## config.mk

```make
export PLATFORM = sky130hd
export DESIGN_NAME = rally_referee
export DESIGN_NICKNAME = d
export VERILOG_FILES = /design/src/rtl/rally_referee_pkg.sv /design/src/rtl/rally_referee_tick_counter.sv /design/src/rtl/rally_referee.sv
export SDC_FILE = /design/constraint.sdc
export NUM_CORES = 1
export LEC_CHECK = 0
export CORE_MARGIN = 4
export CORE_UTILIZATION = 35
export CTS_BUF_LIST = sky130_fd_sc_hd__clkbuf_4
export CTS_CLUSTER_SIZE = 20
export DETAILED_ROUTE_END_ITERATION = 7
export PLACE_DENSITY_LB_ADDON = 0.05
export SYNTH_ARGS = -nofsm -noshare
export SYNTH_HDL_FRONTEND = slang
export SYNTH_SLANG_ARGS = --single-unit
```

## constraint.sdc

```tcl
create_clock -name clk -period 3.7 [get_ports clk]
set_clock_uncertainty 0.1 [all_clocks]
set_input_delay 0.74 -clock clk [delete_from_list [all_inputs] [get_ports clk]]
set_output_delay 0.74 -clock clk [all_outputs]
set_load 0.01 [all_outputs]
```

## src/rtl/rally_referee_pkg.sv

```systemverilog
// Shared types and default geometry/timing for the rally referee.
package rally_referee_pkg;

    typedef enum logic [2:0] {REF_SERVE, REF_RALLY, REF_AWARD, REF_PAUSE, REF_OVER} referee_state_t;
    typedef enum logic [1:0] {HIT_NONE, HIT_P1, HIT_P2} hitter_t;

    localparam int unsigned NET_X_DEF        = 32'd320;
    localparam int unsigned COURT_LEFT_DEF   = 32'd40;
    localparam int unsigned COURT_RIGHT_DEF  = 32'd600;
    localparam int unsigned HOLD_CYCLES_DEF  = 32'd4;
    localparam int unsigned PAUSE_FRAMES_DEF = 32'd60;
    localparam int unsigned CNT_W            = 32'd8;

    function automatic logic [7:0] sat_inc8(input logic [7:0] v);
        return (v == 8'hFF) ? v : v + 8'd1;
    endfunction

endpackage

```

## src/rtl/rally_referee_tick_counter.sv

```systemverilog
// Loadable down-counter; holds at zero. Load wins over decrement.
module tick_counter #(
    parameter int unsigned WIDTH = 32'd8
) (
    input  logic             clk,
    input  logic             rst_n,
    input  logic             load,
    input  logic [WIDTH-1:0] load_val,
    input  logic             en,
    output logic [WIDTH-1:0] count
);

    // count register with synchronous active-high reset
    always_ff @(posedge clk) begin
        if (rst_n) begin
            count <= {WIDTH{1'b0}};
        end else if (load) begin
            count <= load_val;
        end else if (en && (count != {WIDTH{1'b0}})) begin
            count <= count - {{(WIDTH-1){1'b0}}, 1'b1};
        end else begin
            count <= count;
        end
    end

endmodule

```

## src/rtl/rally_referee.sv

```systemverilog
// Rally referee: judges serves, hits and landings, and issues one held add-score pulse per point.
module rally_referee
    import rally_referee_pkg::*;
#(
    parameter int unsigned NET_X        = NET_X_DEF,
    parameter int unsigned COURT_LEFT   = COURT_LEFT_DEF,
    parameter int unsigned COURT_RIGHT  = COURT_RIGHT_DEF,
    parameter int unsigned HOLD_CYCLES  = HOLD_CYCLES_DEF,
    parameter int unsigned PAUSE_FRAMES = PAUSE_FRAMES_DEF
) (
    input  logic        clk,
    input  logic        rst_n,
    input  logic        frame_tick,
    input  logic [11:0] shuttle_x,
    input  logic        shuttle_landed,
    input  logic        hit_p1,
    input  logic        hit_p2,
    input  logic        game_over,
    output logic        player1_add_score,
    output logic        player2_add_score,
    output logic        serve_side,
    output logic        play_enable,
    output logic        shuttle_reset,
    output logic [7:0]  rally_hits
);

    localparam logic [11:0]      NET_X_S       = 12'(NET_X);
    localparam logic [11:0]      COURT_LEFT_S  = 12'(COURT_LEFT);
    localparam logic [11:0]      COURT_RIGHT_S = 12'(COURT_RIGHT);
    // Counters run N-1 .. 0 so the terminal cycle is simply "count is zero".
    localparam logic [CNT_W-1:0] HOLD_LOAD     = CNT_W'(HOLD_CYCLES - 32'd1);
    localparam logic [CNT_W-1:0] PAUSE_LOAD    = CNT_W'(PAUSE_FRAMES - 32'd1);

    referee_state_t   state_r, state_nxt_s;
    hitter_t          last_hitter_r, last_hitter_nxt_s, new_hitter_s;
    logic             award_s, winner_s, hit_valid_s, server_hit_s;
    logic             in_bounds_s, land_winner_s;
    logic [CNT_W-1:0] ctr_count_s, ctr_load_val_s;
    logic             ctr_zero_s, ctr_load_s, ctr_en_s;
    logic             p1_add_r, p2_add_r, serve_side_r, play_enable_r, shuttle_reset_r;
    logic             p1_add_nxt_s, p2_add_nxt_s, serve_side_nxt_s, play_enable_nxt_s, shuttle_reset_nxt_s;
    logic [7:0]       rally_hits_r, rally_hits_nxt_s;

    tick_counter #(.WIDTH(CNT_W)) u_tick_counter (
        .clk      (clk),
        .rst_n    (rst_n),
        .load     (ctr_load_s),
        .load_val (ctr_load_val_s),
        .en       (ctr_en_s),
        .count    (ctr_count_s)
    );

    assign ctr_zero_s = (ctr_count_s == {CNT_W{1'b0}});

    // landing classifier: winner 0 = player 1, 1 = player 2
    always_comb begin
        in_bounds_s = (shuttle_x >= COURT_LEFT_S) && (shuttle_x <= COURT_RIGHT_S);
        if (in_bounds_s) begin
            land_winner_s = (shuttle_x < NET_X_S) ? 1'b1 : 1'b0;
        end else begin
            land_winner_s = (last_hitter_r == HIT_P2) ? 1'b0 : 1'b1;
        end
    end

    // state register
    always_ff @(posedge clk) begin
        if (rst_n) begin
            state_r <= REF_SERVE;
        end else begin
            state_r <= state_nxt_s;
        end
    end

    // next-state logic and point/hit decisions
    always_comb begin
        state_nxt_s  = state_r;
        award_s      = 1'b0;
        winner_s     = 1'b0;
        hit_valid_s  = 1'b0;
        new_hitter_s = last_hitter_r;
        server_hit_s = serve_side_r ? hit_p2 : hit_p1;
        case (state_r)
            REF_SERVE: begin
                if (shuttle_landed) begin
                    award_s     = 1'b1;
                    winner_s    = ~serve_side_r;
                    state_nxt_s = REF_AWARD;
                end else if (server_hit_s) begin
                    hit_valid_s  = 1'b1;
                    new_hitter_s = serve_side_r ? HIT_P2 : HIT_P1;
                    state_nxt_s  = REF_RALLY;
                end else begin
                    state_nxt_s = REF_SERVE;
                end
            end
            REF_RALLY: begin
                if (shuttle_landed) begin
                    award_s     = 1'b1;
                    winner_s    = land_winner_s;
                    state_nxt_s = REF_AWARD;
                end else if (hit_p1 && hit_p2) begin
                    hit_valid_s  = 1'b1;
                    new_hitter_s = (last_hitter_r == HIT_P1) ? HIT_P2 : HIT_P1;
                end else if (hit_p1) begin
                    if (last_hitter_r == HIT_P1) begin
                        award_s     = 1'b1;
                        winner_s    = 1'b1;
                        state_nxt_s = REF_AWARD;
                    end else begin
                        hit_valid_s  = 1'b1;
                        new_hitter_s = HIT_P1;
                    end
                end else if (hit_p2) begin
                    if (last_hitter_r == HIT_P2) begin
                        award_s     = 1'b1;
                        winner_s    = 1'b0;
                        state_nxt_s = REF_AWARD;
                    end else begin
                        hit_valid_s  = 1'b1;
                        new_hitter_s = HIT_P2;
                    end
                end else begin
                    state_nxt_s = REF_RALLY;
                end
            end
            REF_AWARD: begin
                if (ctr_zero_s) begin
                    state_nxt_s = REF_PAUSE;
                end else begin
                    state_nxt_s = REF_AWARD;
                end
            end
            REF_PAUSE: begin
                if (frame_tick && ctr_zero_s) begin
                    state_nxt_s = game_over ? REF_OVER : REF_SERVE;
                end else begin
                    state_nxt_s = REF_PAUSE;
                end
            end
            REF_OVER:  state_nxt_s = REF_OVER;
            default:   state_nxt_s = REF_SERVE;
        endcase
    end

    // next values of the registered outputs and the shared counter controls
    always_comb begin
        serve_side_nxt_s    = award_s ? winner_s : serve_side_r;
        p1_add_nxt_s        = (state_nxt_s == REF_AWARD) && !serve_side_nxt_s;
        p2_add_nxt_s        = (state_nxt_s == REF_AWARD) && serve_side_nxt_s;
        play_enable_nxt_s   = (state_nxt_s == REF_SERVE) || (state_nxt_s == REF_RALLY);
        shuttle_reset_nxt_s = (state_r == REF_PAUSE) && (state_nxt_s == REF_SERVE);
        if (hit_valid_s) begin
            last_hitter_nxt_s = new_hitter_s;
            rally_hits_nxt_s  = (state_r == REF_SERVE) ? 8'd1 : sat_inc8(rally_hits_r);
        end else if (shuttle_reset_nxt_s) begin
            last_hitter_nxt_s = HIT_NONE;
            rally_hits_nxt_s  = 8'd0;
        end else begin
            last_hitter_nxt_s = last_hitter_r;
            rally_hits_nxt_s  = rally_hits_r;
        end
        if (award_s) begin
            ctr_load_s     = 1'b1;
            ctr_load_val_s = HOLD_LOAD;
        end else if ((state_r == REF_AWARD) && (state_nxt_s == REF_PAUSE)) begin
            ctr_load_s     = 1'b1;
            ctr_load_val_s = PAUSE_LOAD;
        end else begin
            ctr_load_s     = 1'b0;
            ctr_load_val_s = HOLD_LOAD;
        end
        ctr_en_s = (state_r == REF_AWARD) || ((state_r == REF_PAUSE) && frame_tick);
    end

    // output and rally bookkeeping registers
    always_ff @(posedge clk) begin
        if (rst_n) begin
            p1_add_r        <= 1'b0;
            p2_add_r        <= 1'b0;
            serve_side_r    <= 1'b0;
            play_enable_r   <= 1'b1;
            shuttle_reset_r <= 1'b0;
            rally_hits_r    <= 8'd0;
            last_hitter_r   <= HIT_NONE;
        end else begin
            p1_add_r        <= p1_add_nxt_s;
            p2_add_r        <= p2_add_nxt_s;
            serve_side_r    <= serve_side_nxt_s;
            play_enable_r   <= play_enable_nxt_s;
            shuttle_reset_r <= shuttle_reset_nxt_s;
            rally_hits_r    <= rally_hits_nxt_s;
            last_hitter_r   <= last_hitter_nxt_s;
        end
    end

    assign player1_add_score = p1_add_r;
    assign player2_add_score = p2_add_r;
    assign serve_side        = serve_side_r;
    assign play_enable       = play_enable_r;
    assign shuttle_reset     = shuttle_reset_r;
    assign rally_hits        = rally_hits_r;

endmodule

```

Word level (Yosys, flattened, before mapping)
Cells that the tools add are included.

word-level totals
  input port bits = 19
  output and inout port bits = 13
  register bits after elaboration = 26
  logic and storage cells = 114

cells by class
  reduce and logical (&&, ||, !) cells = 20
  order comparisons = 3
  bitwise gates (word level) = 1
  add/subtract/negate cells = 2
  muxes and demuxes = 61
  equal/unequal tests = 18

operator list
  operator              count
  $mux 8                6
  $mux 1                27
  $mux 2                13
  $mux 3                8
  $ne 5x5->1 const B    3
  $pmux 3 s5            1
  $eq 3x2->1 const B    4
  $ge 12x6->1 const B   1
  $le 12x10->1 const B  1
  $lt 12x9->1 const B   1
  $mux 6                2
  $ne 3x3->1 const B    4
  $logic_and 1x1->1     9
  $add 8x1->8 const B   1
  $eq 8x8->1 const B    1
  $logic_not 8->1       1
  $reduce_and 8->1      1
  $reduce_bool 8->1     1
  $sub 8x1->8 const B   1
  $eq 3x1->1 const B    2
  $logic_not 3->1       2
  $pmux 1 s2            3
  $pmux 2 s2            1
  $reduce_bool 2->1     2
  8 further kinds       9

Longest topological paths before layout
Gate-level depths: netlist of run 1.

  depth after elaboration = 12
  depth in mapped cells = 8
  gate-level depth less buffers = 7

By module
A second synthesis of run 1 with hierarchy kept.

unflattened totals
  cell total of the unflattened synthesis = 208
  area total of the unflattened synthesis = 1,706.6 µm²

modules (own cells, without submodules)
  module         seq. area each (µm²)  instances  area each (µm²)  cells an instance
  rally_referee  360.3                 1          1,208.7          148
  tick_counter   160.2                 1          498.0            60

Least setup slack after synthesis of run 1
Ideal clock, no wire load.

  path kind = input to register
  start point = in shuttle_landed
  end point = reg rally_hits_r[7] (netlist: rally_hits[7])
  required time = 3,512 ps
  stages on the path = 7
  arrival time = 2,146 ps
  path slack = 1,366 ps
  buffers on the path = 2
  setup time = 88 ps
  cells stage by stage = clkbuf_1 nor4b_1 o21ai_0 nor2_1 buf_2 o21ai_0 a311oi_2

between the ends
  word-level cells in the longest chain between the ends = 6
  elaborated cells between the ends (all ways) = 12
  classes of those cells = eq/ne (1); mux (7); reduce/logical (4)

RTL lines
  element                           RTL line                                  text
  from (decl)                       rally_referee.sv:15                       input logic shuttle_landed,
  $mux 3 or $mux 2 (tied branches)  rally_referee.sv:97, rally_referee.sv:84
  $pmux 3 s5                        rally_referee.sv:82                       case (state_r)
  $logic_not 3->1                   rally_referee.sv:151                      shuttle_reset_nxt_s = (state_r == REF_PAUSE) && (state_nxt_s == REF_SERVE);
  $logic_and 1x1->1                 rally_referee.sv:151
  $reduce_bool 2->1 (no line)       -
  $reduce_and 2->1 (no line)        -
  to (signal assigned)              rally_referee.sv:191                      rally_hits_r <= rally_hits_nxt_s;
  to (decl)                         rally_referee.sv:42                       logic [7:0] rally_hits_r, rally_hits_nxt_s;

Parallel ways exist; a longest one is shown, timed or not.
A chain may end at the register's enable or synchronous reset.

Worst setup path in the final report of run 1
  start point = in hit_p1
  end point = reg last_hitter_r[1]

between the ends
  word-level cells in the longest chain between the ends = 8
  elaborated cells between the ends (all ways) = 30
  classes of those cells = eq/ne (7); mux (18); reduce/logical (5)

RTL lines
  element                           RTL line                                   text
  from (decl)                       rally_referee.sv:16                        input logic hit_p1,
  $mux 3 (tied with other cells)    rally_referee.sv:104                       end else if (hit_p1) begin
  $mux 3 or $mux 1 (tied branches)  rally_referee.sv:101, rally_referee.sv:88
  $mux 3 or $mux 2 (tied branches)  rally_referee.sv:97, rally_referee.sv:84
  $pmux 3 s5                        rally_referee.sv:82
  $logic_not 3->1                   rally_referee.sv:151
  $logic_and 1x1->1                 rally_referee.sv:151
  $reduce_bool 2->1 (no line)       -
  $reduce_and 8->1 (no line)        -
  to (signal assigned)              rally_referee.sv:192                       last_hitter_r <= last_hitter_nxt_s;
  to (decl)                         rally_referee.sv:35                        hitter_t last_hitter_r, last_hitter_nxt_s, new_hitter_s;

Parallel ways exist; a longest one is shown, timed or not. The select of a mux whose other input is x is not followed.

==> flow_summary.ini, run 1 <==
[critical_path]
max_stage_delay_ps = 610
crit_chain = clkdlybuf4s50_1 > nor4bb_1 > nor2_1 > a21boi_1 > a311o_1 > o32ai_1
cp_top_family = compound AO/OA/AOI/OAI gates
reg2reg_slack_ps = 1170
reg2reg_from = u_tick_counter.count[0]
crit_type = input pin to register
crit_arrival_ps = 2990
start_kind = input pin
rr_endpoint = last_hitter_r[1]
crit_fanout = 10
crit_start = hit_p1
crit_slowest_cell = nor4bb_1
cp.required_ps = 3770
crit_buf_inv = 1
cp-end-kind = register
reg2reg_depth = 7

[grt]
grt_remaining_overflow = 0
antenna_found_initial = 0
grt_pass1_vias = 1469
grt_pass1_wl_um = 6760
grt_max_degree = 28
grt_use_total_pct = 13.5

[detailed_routing]
via_per_inst = 5.71
drtIter0Drc = 73
routed_wl_um = 4000
wire_per_inst_um = 14.6
via_count = 1571
antenna_left = 0
route.detailed.drc = 0
firstDrtPassIters = 4

[finish]
num_antenna_cells = 0
drive_above_1_share_pct = 7.17
final_cell_area_um2 = 1990
layout_common_cells = clkdlybuf4s50_1 (31), dfxtp_1 (26), o21ai_0 (13), nor2_1 (13), nand2_1 (13)
area_growth_pct = 22.4
nNetsFinal = 247
final_common_cell = clkdlybuf4s50_1
fill_cells = 440

[clock_tree]
cts.repair.resized = 0
post_cts_buffers = 0
cts.sinks = 26
clockRootBuffer = clkbuf_4
clk_latency_ps = 310
h-tree-depth = 1
cts_tree = built
cts.clk_slew.worst_paths_ps = 140
hold_buffers = 0
cts_made_buffers = 3
cts_buffer_depth = 2

[logic_synthesis]
ys_async_sr_fraction_pct = 0
synthesis.area_um2 = 1620
yosysUniqueCellTypes = 57
ys_seq_elements = 26
synth_edf_count = 0
synth-warning-count = 0
syn_inst = 197
synth_area_leader_cell = dfxtp_1
syn_area_per_cell_um2 = 8.24
yosysSeqAreaShare_pct = 32.0
synth_area_leaders = dfxtp_1 (32%), o21ai_0 (4.0%), nor3_1 (3.7%), nand2_1 (3.0%), nor2_1 (3.0%)
synthFlopType = dfxtp_1
synth_fp_nets = 219
synth_top_area_share_pct = 32.0

[place]
finalWeightedCongestion = 0.823
postPlaceCellArea_um2 = 1970
placement.io_buffers = 31
post-dp-hpwl_um = 3010

[timing]
final.min_clock_period_ps = 2920
setup_viol = 0
maxSlewViolCount = 0
fin_tns_setup_ps = 0
period_share_pct = 78.9
maxSlewHeadroom_pct = 31.8
max_freq_mhz = 343
final-hold-violation-count = 0
tightest_slew_ps = 1020
rsz0062_at_grt = no

[floorplanning]
die_x_um = 76.1
rows = 24
start_util_pct = 36.8
io_pins = 32
core_area_um2 = 4410
dieArea_um2 = 5790
die_y_um = 76.1

[outcome]
status = finished clean

[worst_hold_path]
hold_path_class = register to register
min_from = rally_hits[6]
whs_path_depth = 2
worst_hold_path.endpoint = rally_hits[6]

[pwr]
finalPower_uw = 873
cellLeakagePower_uw = 0.000668
pwr_density_cell_nw_per_um2 = 439
irDropWorstVdd_mv = 0.210

[job]
max_cap_viol_count = 0
-- state kept, by name (all words and copies together), names as in the netlist --
name                  cells
rally_hits                8
u_tick_counter.count      8
state_r                   3
last_hitter_r             2
play_enable               1
player1_add_score         1
player2_add_score         1
serve_side                1
shuttle_reset             1
-- layout make-up --
class	instances	area [um2]	area share (%)
clock buffers	3	22.5	1.13
inverters	6	22.5	1.13
multi-input cells	155	1030	51.9
flip-flops and latches	26	520	26.2
well taps	52	65.1	3.27
repair buffers	33	325	16.4
-- synth_stat cells, drive strengths merged, types with 5 or more instances --
cell type / count
inv: 6
buf: 5
nor3: 13
a31oi: 7
nand2b: 7
o21ai: 13
a21oi: 9
nand3: 5
dfxtp: 26
nand2: 13
nor2: 13
clkbuf: 5
-- worst reg2reg max path: cells and delay by family, from the launching register on --
kind	cells	cell delay (ps)
compound gates	4	1230
simple gates	1	390
flops	1	360
fa+ha+maj	1	180
buf+inv	1	130
-- power by group --
part           switching (uW)  internal [uW]
Sequential               54.6            320
Clock                    82.9           38.0
Combinational             194            183
Total                     331            541
-- per-layer routing --
layer	vias up	global-route usage, %	wire, um
met5	-	0	0
met4	0	3.67	24
met3	2	2.48	115
met2	20	22.1	1960
met1	741	18.1	1900
li1	808	-	-
-- stage by stage --
stage | hold slack (ps) | worst slack [ps] | util [%] | instances
after floorplan | 382 | 1370 | - | 197
after detailed placement | 398 | 459 | 44.5 | 272
after CTS | 419 | 806 | 45.0 | 275
after global placement | 365 | 586 | 44.5 | 272
after global routing | 454 | 625 | 45.0 | 275
final | 418 | 781 | 45.0 | 275
-- worst max path at each step --
stage / slack [ps] / to / depth (start not counted)
after floorplan: 1370 / rally_hits[7] / 7
after global placement: 590 / rally_hits[3] / 6
after detailed placement: 460 / last_hitter_r[1] / 6
after CTS: 810 / rally_hits[0] / 6
after global routing: 620 / rally_hits[4] / 6
final: 780 / last_hitter_r[1] / 6
-- kinds of logic (layout without fill, tap and decap cells) --
logic type / Yosys count / count (layout) / share of synthesized area (%)
and+or+nand+nor: 89 / 89 / 33.1
AOI/OAI and AO/OA: 57 / 57 / 24.7
DFF: 26 / 26 / 32.0
buffers and inverters: 16 / 42 / 4.39
xor gates and xnor gates: 4 / 4 / 2.16
adders and majority gates: 3 / 3 / 2.31
muxes: 2 / 2 / 1.23
Note: power is estimated with default switching activity, not from simulation.
==> inputs of run 2 (changes only) <==
==> constraint.sdc (replaced) <==
create_clock -name clk -period 3 [get_ports clk]
set_clock_uncertainty 0.1 [all_clocks]
set_input_delay 0.6 -clock clk [delete_from_list [all_inputs] [get_ports clk]]
set_output_delay 0.6 -clock clk [all_outputs]
set_load 0.01 [all_outputs]
==> run 2 against run 1 <==
Compared with the run above:
- clock-buffer cell count did not move
- sequential share of layout area shrank 0.78 points
- setup slack got worse by 350 ps
- total power grew 27%
- flip-flop and latch count unchanged
- largest cell class unchanged
- highest routed layer unchanged
==> flow_summary.ini, run 2 (synthesis results as in run 1) <==
[grt]
grt_remaining_overflow = 0
grt_pass1_vias = 1499
grt_max_degree = 23
antenna_found_initial = 0
grt_use_total_pct = 13.6
grt_pass1_wl_um = 6860

[floorplanning]
die_y_um = 76.1
start_util_pct = 36.8
core_area_um2 = 4410
die_x_um = 76.1
io_pins = 32
rows = 24
dieArea_um2 = 5790

[clock_tree]
cts.repair.resized = 0
cts_buffer_depth = 2
cts.clk_slew.worst_paths_ps = 140
hold_buffers = 0
clk_latency_ps = 320
h-tree-depth = 1
post_cts_buffers = 0
cts.sinks = 26
clockRootBuffer = clkbuf_4
cts_made_buffers = 3
cts_tree = built

[timing]
holdWs_ps = 420
final-hold-violation-count = 0
rsz0062_at_grt = no
setup_viol = 0
maxSlewHeadroom_pct = 37.6
tightest_slew_ps = 932
maxSlewViolCount = 0
period_share_pct = 85.7
fin_tns_setup_ps = 0
max_freq_mhz = 389
final.min_clock_period_ps = 2570

[finish]
num_antenna_cells = 0
final_cell_area_um2 = 2050
drive_above_1_share_pct = 9.57
area_growth_pct = 26.2
final_common_cell = clkdlybuf4s50_1
fill_cells = 451
nNetsFinal = 253
layout_common_cells = clkdlybuf4s50_1 (31), dfxtp_1 (26), o21ai_0 (13), nor2_1 (13), nand2_1 (13)

[critical_path]
crit_fanout = 10
cp_top_family = compound AO/OA/AOI/OAI gates
crit_type = input pin to register
cp-end-kind = register
crit_start = frame_tick
reg2reg_from = u_tick_counter.count[2]
max_stage_delay_ps = 490
crit_buf_inv = 2
crit_arrival_ps = 2660
crit_chain = clkdlybuf4s50_1 > or4bb_1 > o21ai_0 > a21boi_1 > a311o_1 > buf_12 > a41oi_1
cp.required_ps = 3090
crit_slowest_cell = clkdlybuf4s50_1
start_kind = input pin

[pwr]
pwr_density_cell_nw_per_um2 = 540
irDropWorstVdd_mv = 0.270
cellLeakagePower_uw = 0.000704

[place]
placement.io_buffers = 31
postPlaceCellArea_um2 = 2020
post-dp-hpwl_um = 3160
finalWeightedCongestion = 0.823

[detailed_routing]
route.detailed.drc = 0
routed_wl_um = 4200
via_count = 1598
firstDrtPassIters = 4
wire_per_inst_um = 14.9
antenna_left = 0
drtIter0Drc = 96
via_per_inst = 5.67

[job]
max_cap_viol_count = 0

[worst_hold_path]
min_from = rally_hits[5]
hold_path_class = register to register

[outcome]
status = finished clean
-- run 2: cell type report --
type / instances / area [um2] / area share, %
Clock buffer: 3 / 22.5 / 1.10
Clock inverter: 1 / 3.75 / 0.183
Inverter: 6 / 22.5 / 1.10
Multi-Input combinational cell: 155 / 1030 / 50.4
Sequential cell: 26 / 520 / 25.4
Tap cell: 52 / 65.1 / 3.17
Timing Repair Buffer: 39 / 383 / 18.7
-- run 2: metal layers --
layer  track usage, %  wire (um)  vias to the layer above
met1             18.3       2010                      742
met5                0          0                        -
met4             4.20         38                        0
met2             22.3       1980                       35
li1                 -          -                      817
met3             2.13        173                        4
-- run 2: power by group --
part	leakage, uW	internal, uW	switching, uW	total, uW
clock network	0.0000154	48.7	104	153
registers	0.000212	394	68.1	462
logic	0.000476	244	247	491
total	0.000704	687	420	1110
-- run 2: final timing paths --
path                    to  slack, ps  cells after the start
max          rally_hits[4]        430                      7
max reg2reg  rally_hits[4]        630                      6
min          rally_hits[5]        420                      1
min reg2reg  rally_hits[5]        420                      1
-- run 2: metrics by stage --
step | worst slack [ps] | utilization, % | cells | total power [uW]
after floorplan | 806 | - | 197 | 806
after global placement | 231 | 45.8 | 278 | 948
after detailed placement | 137 | 45.8 | 278 | 960
after CTS | 496 | 46.4 | 282 | 1110
after global routing | 324 | 46.4 | 282 | 1190
final | 428 | 46.4 | 282 | 1110
